[src/rtl/alu_cmd_sequencer.sv]
// Front-end for the byte-serial ALU: takes a parallel command, streams it onto
// INBUS after a start pulse, gathers result beats and returns one parallel response.
module alu_cmd_sequencer #(
  parameter int TIMEOUT_CYCLES = 255,
  parameter int CNT_W          = 8
) (
  input  logic        clk,
  input  logic        rst_n,
  input  logic        cmd_valid,
  output logic        cmd_ready,
  input  logic [1:0]  cmd_op,
  input  logic [7:0]  cmd_a,
  input  logic [7:0]  cmd_b,
  input  logic [7:0]  cmd_c,
  output logic [7:0]  alu_inbus,
  output logic        alu_start,
  input  logic [7:0]  alu_outbus,
  input  logic        alu_finish,
  output logic        rsp_valid,
  input  logic        rsp_ready,
  output logic [15:0] rsp_data,
  output logic        rsp_err
);

  typedef enum logic [2:0] {
    S_IDLE,
    S_START,
    S_GAP,
    S_SEND,
    S_WAIT_FIN,
    S_COLLECT,
    S_RESP
  } state_t;

  localparam logic [CNT_W-1:0] TMO_LAST = CNT_W'(TIMEOUT_CYCLES - 1);

  state_t           state, state_nxt;
  logic [1:0]       op_r;
  logic [7:0]       a_r, b_r, c_r, beat0_r;
  logic [1:0]       idx_r;
  logic [CNT_W-1:0] tmo_r;
  logic [1:0]       last_idx;
  logic             last_op, two_beats, tmo_hit;

  // mul returns {high, low}; div returns remainder first, quotient second
  function automatic logic [15:0] pack_two(input logic [1:0] op,
                                           input logic [7:0] b0,
                                           input logic [7:0] b1);
    return op[0] ? {b1, b0} : {b0, b1};
  endfunction

  assign last_idx  = (op_r == 2'd3) ? 2'd2 : 2'd1;
  assign last_op   = (idx_r == last_idx);
  assign two_beats = op_r[1];
  assign tmo_hit   = (tmo_r == TMO_LAST);

  assign cmd_ready = (state == S_IDLE);
  assign alu_start = (state == S_START);
  assign rsp_valid = (state == S_RESP);

  always_comb begin
    state_nxt = state;
    case (state)
      S_IDLE:     if (cmd_valid) state_nxt = S_START;
      S_START:    state_nxt = S_GAP;
      S_GAP:      state_nxt = S_SEND;
      S_SEND:     if (last_op) state_nxt = S_WAIT_FIN;
      // finish takes priority over a simultaneous timeout
      S_WAIT_FIN: begin
        if (alu_finish)   state_nxt = two_beats ? S_COLLECT : S_RESP;
        else if (tmo_hit) state_nxt = S_RESP;
      end
      S_COLLECT:  state_nxt = S_RESP;
      S_RESP:     if (rsp_ready) state_nxt = S_IDLE;
      default:    state_nxt = S_IDLE;
    endcase
  end

  always_ff @(posedge clk or negedge rst_n) begin
    if (!rst_n) begin
      state     <= S_IDLE;
      idx_r     <= '0;
      tmo_r     <= '0;
      alu_inbus <= '0;
      rsp_data  <= '0;
      rsp_err   <= 1'b0;
    end else begin
      state <= state_nxt;
      case (state)
        S_IDLE: begin
          if (cmd_valid) begin
            alu_inbus <= {6'b0, cmd_op};
            idx_r     <= '0;
          end
        end
        S_START: tmo_r <= '0;
        S_GAP:   alu_inbus <= a_r;
        S_SEND: begin
          if (!last_op) begin
            idx_r     <= idx_r + 2'd1;
            alu_inbus <= (idx_r == 2'd0) ? b_r : c_r;
          end
        end
        S_WAIT_FIN: begin
          tmo_r <= tmo_r + 1'b1;
          if (alu_finish) begin
            if (!two_beats) begin
              rsp_data <= {8'h00, alu_outbus};
              rsp_err  <= 1'b0;
            end
          end else if (tmo_hit) begin
            rsp_data <= '0;
            rsp_err  <= 1'b1;
          end
        end
        S_COLLECT: begin
          rsp_data <= pack_two(op_r, beat0_r, alu_outbus);
          rsp_err  <= 1'b0;
        end
        default: ;
      endcase
    end
  end

  // command and first-beat capture: pure data, no reset needed
  always_ff @(posedge clk) begin
    if (state == S_IDLE && cmd_valid) begin
      op_r <= cmd_op;
      a_r  <= cmd_a;
      b_r  <= cmd_b;
      c_r  <= cmd_c;
    end
    if (state == S_WAIT_FIN && alu_finish) beat0_r <= alu_outbus;
  end

endmodule

[config.mk]
export PLATFORM = sky130hd
export DESIGN_NAME = alu_cmd_sequencer
export DESIGN_NICKNAME = d
export VERILOG_FILES = /design/src/rtl/alu_cmd_sequencer.sv
export SDC_FILE = /design/constraint.sdc
export NUM_CORES = 1
export LEC_CHECK = 0
export ABC_AREA = 1
export BUFFER_PORTS_ARGS = -buffer_cell sky130_fd_sc_hd__buf_4
export CAP_MARGIN = 20
export CORE_ASPECT_RATIO = 1.1
export CORE_UTILIZATION = 50
export DETAILED_ROUTE_END_ITERATION = 6
export GPL_ROUTABILITY_DRIVEN = 0
export PLACE_DENSITY = 0.73
export RECOVER_POWER = 100
export SYNTH_ARGS = -nofsm -noshare
export SYNTH_HDL_FRONTEND = slang
export SYNTH_SLANG_ARGS = --single-unit
[constraint.sdc]
create_clock -name clk -period 2.98 [get_ports clk]
set_clock_uncertainty 0.05 [all_clocks]
set_input_delay 0.447 -clock clk [delete_from_list [all_inputs] [get_ports clk]]
set_output_delay 0.447 -clock clk [all_outputs]
set_load 0.02 [all_outputs]
---- Word-level counts from Yosys, hierarchy flattened ----
Cells that the tools add are included.
storage, ports and cells
  bits of input ports ..................... 39
  word-level logic and storage cells ...... 65
  flip-flop bits (word level) ............. 72
cells by class
  equal/unequal tests ..................... 15
  add/sub/neg operators ................... 2
  reductions and logical operators ........ 12
  mux-type cells .......................... 25
operator list
  operator             number
  $mux 16              4
  $pmux 16 s2          1
  $mux 8               3
  $pmux 8 s3           1
  $pmux 3 s7           1
  $pmux 8 s2           1
  $mux 3               5
  $eq 3x3->1 const B   3
  $reduce_and 3->1     3
  $add 8x1->8 const B  1
  $eq 8x8->1 const B   1
  $mux 2               4
  $eq 3x2->1 const B   2
  $ne 2x2->1 const B   3
  $ne 3x3->1 const B   2
  $reduce_bool 2->1    3
  $pmux 2 s2           1
  $reduce_and 4->1     1
  $eq 3x1->1 const B   1
  $logic_not 3->1      1
  $mux 1               3
  $reduce_bool 3->1    1
  $add 2x1->2 const B  1
  $eq 2x2->1           1
  other kinds (5)      6

---- Depth between registers and ports, before layout ----
  word-level depth ........................ 5
  depth in mapped cells ................... 11
  mapped depth without buffers ............ 10

---- Worst setup path before layout ----
No wires, ideal clock.
  kind .................................... register to register
  start ................................... reg state[0]
  end ..................................... reg a_r[0], enable pin
  required time ........................... 2.521 ns
  buffers on the path ..................... 1
  path slack .............................. 0.675 ns
  stages on the path, launching flop included .. 5
  arrival time ............................ 1.846 ns
  cells stage by stage .................... dfrtp_1 > buf_6 > nor2_4 > nand2_1 > nor2_1
on the way
  word-level cells in the longest chain between the ends .. 2
RTL lines
  element                 RTL line  text
  from (decl)             37        state_t state, state_nxt;
  from (signal assigned)  88        state <= state_nxt;
  $logic_not 3->1         127       if (state == S_IDLE && cmd_valid) begin
  $logic_and 1x1->1       127
  to (signal assigned)    129       a_r <= cmd_a;
  to (decl)               39        logic [7:0] a_r, b_r, c_r, beat0_r;
No other way between the ends.
A chain may end at the register's enable or synchronous reset.

---- Final worst setup path ----
  start ................................... reg state[0]
  end ..................................... reg rsp_data[1]
on the way
  word-level cells in the longest chain between the ends .. 3
  elaborated cells on any way between the ends .. 7
  classes of those cells .................. eq/ne: 4; mux: 1; reduce/logical: 2
RTL lines
  element                                                           RTL line  text
  $eq 3x3->1                                                        89        case (state)
  $ne 3x3->1 (no line) / $reduce_bool 2->1 (equally long branches)  n/a
  $reduce_and 3->1 (no line)                                        n/a
  to (signal assigned)                                              108       rsp_data <= {8'h00, alu_outbus};
  to (signal assigned)                                              117       rsp_data <= pack_two(op_r, beat0_r, alu_outbus);
  to (decl)                                                         21        output logic [15:0] rsp_data,
Several ways; a longest one is shown, not always the timed one.

==> flow_metrics.tcl <==
set metrics [dict create \
    firstDrtPassIters 5 \
    grt_pass1_vias 2406 \
    grt_pass1_wl_um 10900 \
    slowest_delay_ps 510 \
    crit_arrival_ps 2360 \
    crit_chain "nor2_1 -> nand2_1 -> nor2_1 -> nand2_4 -> nand2_1 -> o21ai_0" \
    path_clk_slew_ps 80 \
    placed_area_um2 3910 \
    async_flop_share_pct 52.8 \
    seq_area_frac_synth_pct 58.7 \
    holdBufCountCts 0 \
    irDropWorstVdd_v 0.000483 \
    end_kind "flip-flop" \
    tightest_slew_ps 2020 \
    cts.sink_count 72 \
    drive_gt1_share_pct 12.2 \
    drt_iter0_markers 187 \
    hold_path_class "in -> reg" \
    whs_ps 234 \
    numCtsBuffers 9 \
    p_sw_share_pct 40.0 \
    clock_path_buffers 2 \
    crit_family "simple AND/OR/NAND/NOR gates" \
    synth_cell_types 24 \
    numPortBuffers 66 \
    pwr-share-comb_pct 35.0 \
    synth-main-ff-cell "dfrtp_1" \
    drv_slew 39 \
    min_period_ps 2220 \
    max-slew-margin-rel_pct -34.6 \
    post-cts-setup-buffers 0 \
    synthCells 374 \
    grt_setup_unrepaired "false" \
    p_leak_nw 1.90 \
    crit_slowest_cell "dfrtp_1" \
    fin_cells 529 \
    die_h_um 88.0 \
    worst-path-buf-inv 0 \
    diodes 0 \
    ys_seq_elements 72 \
    post_drt_wl_per_cell_um 12.4 \
    start_util_pct 53.0 \
    row_count 30 \
    track_usage_pct 20.8 \
    routed_wl_um 6570 \
    setup_viol 0 \
    crit_path_start_kind "flip-flop" \
    final_common_cell "nand2_1" \
    cts.repair.resized 0 \
    pwr-share-clk_pct 22.7 \
    die-area_um2 7050 \
    violations "max-capacitance violations, max-slew violations" \
    synth-edff-count 34 \
    r2r_slack_ps 760 \
    critical_path_class "reg -> reg" \
    max-cap-violations 1 \
    final_nets 486 \
    routed-via-count 2660 \
    status "finished with violations" \
    yosys_warnings 0 \
    io-pin-count 67 \
    die_w_um 80.2 \
    netlist_area_um2 3360 \
    stdcell_area_um2 3920 \
    powerDensity_nw_per_um2 900 \
    clock-root-buffer "clkbuf_8" \
    cts_tree "done" \
    p_seq_share_pct 42.3 \
    final_hold_viol_count 0 \
    area_growth_pct 16.5 \
    placed_cells 513 \
    final_cell_mix "nand2_1, nand3_1, inv_1, dfrtp_1, clkbuf_1" \
    drc_errors 0 \
    coreArea_um2 6340 \
    vias_per_cell 5.03 \
    syn_avg_cell_area_um2 8.98 \
    tns_ps 0 \
    htree_num_levels 3 \
    clk-insertion-delay-late_ps 340 \
    required_ps 3130 \
    period_share_pct 74.4 \
    crit_path_max_fanout 20 \
    grt_start_max_net_pins 39 \
    max_freq_mhz 451 \
    p_int_w 0.00211 \
    switchingPower_w 0.00141 \
    antenna_found_initial 0 \
    hpwlAfterDp_um 4770 \
    drtAntennaViolNets 0 \
    overflow 0 \
    syn_nets 416 \
]
-- power groups by stage --
stage / Sequential [W] / Combinational [W] / Clock, W
3_3_place_gp: 0.00152 / 0.00141 / 0
2_1_floorplan: 0.00164 / 0.000851 / 0
6_report: 0.00149 / 0.00123 / 0.000799
4_1_cts: 0.00151 / 0.00145 / 0.000812
5_1_grt: 0.00153 / 0.00142 / 0.000858
3_5_place_dp: 0.00152 / 0.00144 / 0
-- flip-flops by register name, indices dropped and copies added (netlist names), 3 cells and up --
name	count
b_r	8
state	3
a_r	8
alu_inbus	8
beat0_r	8
rsp_data	16
tmo_r	8
c_r	8
-- area by class of cell --
type / instances / area, µm²
clock buffers: 11 / 153
clock inverters: 5 / 53.8
fillers: 546 / 2430
inverters: 41 / 156
multi-input cells: 252 / 1110
flip-flops and latches: 72 / 1970
well taps: 80 / 100
repair buffers: 68 / 369
-- kinds of logic (layout without fill, tap and decap cells) --
| group | Yosys count | count (layout) | share of synthesized area (%) |
|---|---|---|---|
| flops | 72 | 72 | 58.7 |
| compound gates | 40 | 40 | 6.00 |
| simple gates | 209 | 209 | 27.7 |
| fa+ha+maj | 3 | 3 | 1.12 |
| buf+inv | 50 | 125 | 6.52 |
-- path summary, 6_finish.rpt --
path,from,to,cells past startpoint
setup reg to reg,state[0],rsp_data[1],6
min in group asynchronous,rst_n,tmo_r[5],1
max in group asynchronous,rst_n,alu_inbus[0],1
hold / removal,cmd_b[5],b_r[5],1
setup / recovery,state[0],rsp_data[1],6
hold reg to reg,rsp_data[9],rsp_data[9],2
-- routing by layer --
metal  up-vias  track usage [%]  share of wire (%)
li1       1351                -                  -
met1      1219             26.5                 43
met2        80             33.3                 49
met3        10             6.04                5.7
met4         0             8.44                2.0
met5         -                0                  0
-- per-stage QoR --
stage	utilization (%)	total power, W	setup WS [ps]
floorplan	-	0.00249	675
global placement	61.6	0.00293	1240
detailed placement	61.6	0.00296	1230
CTS	64.9	0.00377	890
global route	61.7	0.00380	456
finish	61.7	0.00352	763
-- synth_stat cells, types with 2 or more instances --
cell	count	share of area, %
nand2_1	145	16
dfrtp_1	38	28
inv_1	38	4.2
nand3_1	38	5.7
edfxtp_1	34	30
o21ai_0	27	4.0
nor2_1	9	1.0
o21ai_1	9	1.3
nand2_4	4	1.3
nand4_1	4	0.74
nor2_4	4	1.3
a21oi_1	3	0.45
buf_6	3	1.0
ha_1	3	1.1
nand2_2	3	0.56
buf_2	2	0.30
clkbuf_1	2	0.22
inv_2	2	0.22
No activity file was read; power rests on OpenSTA's default activity.
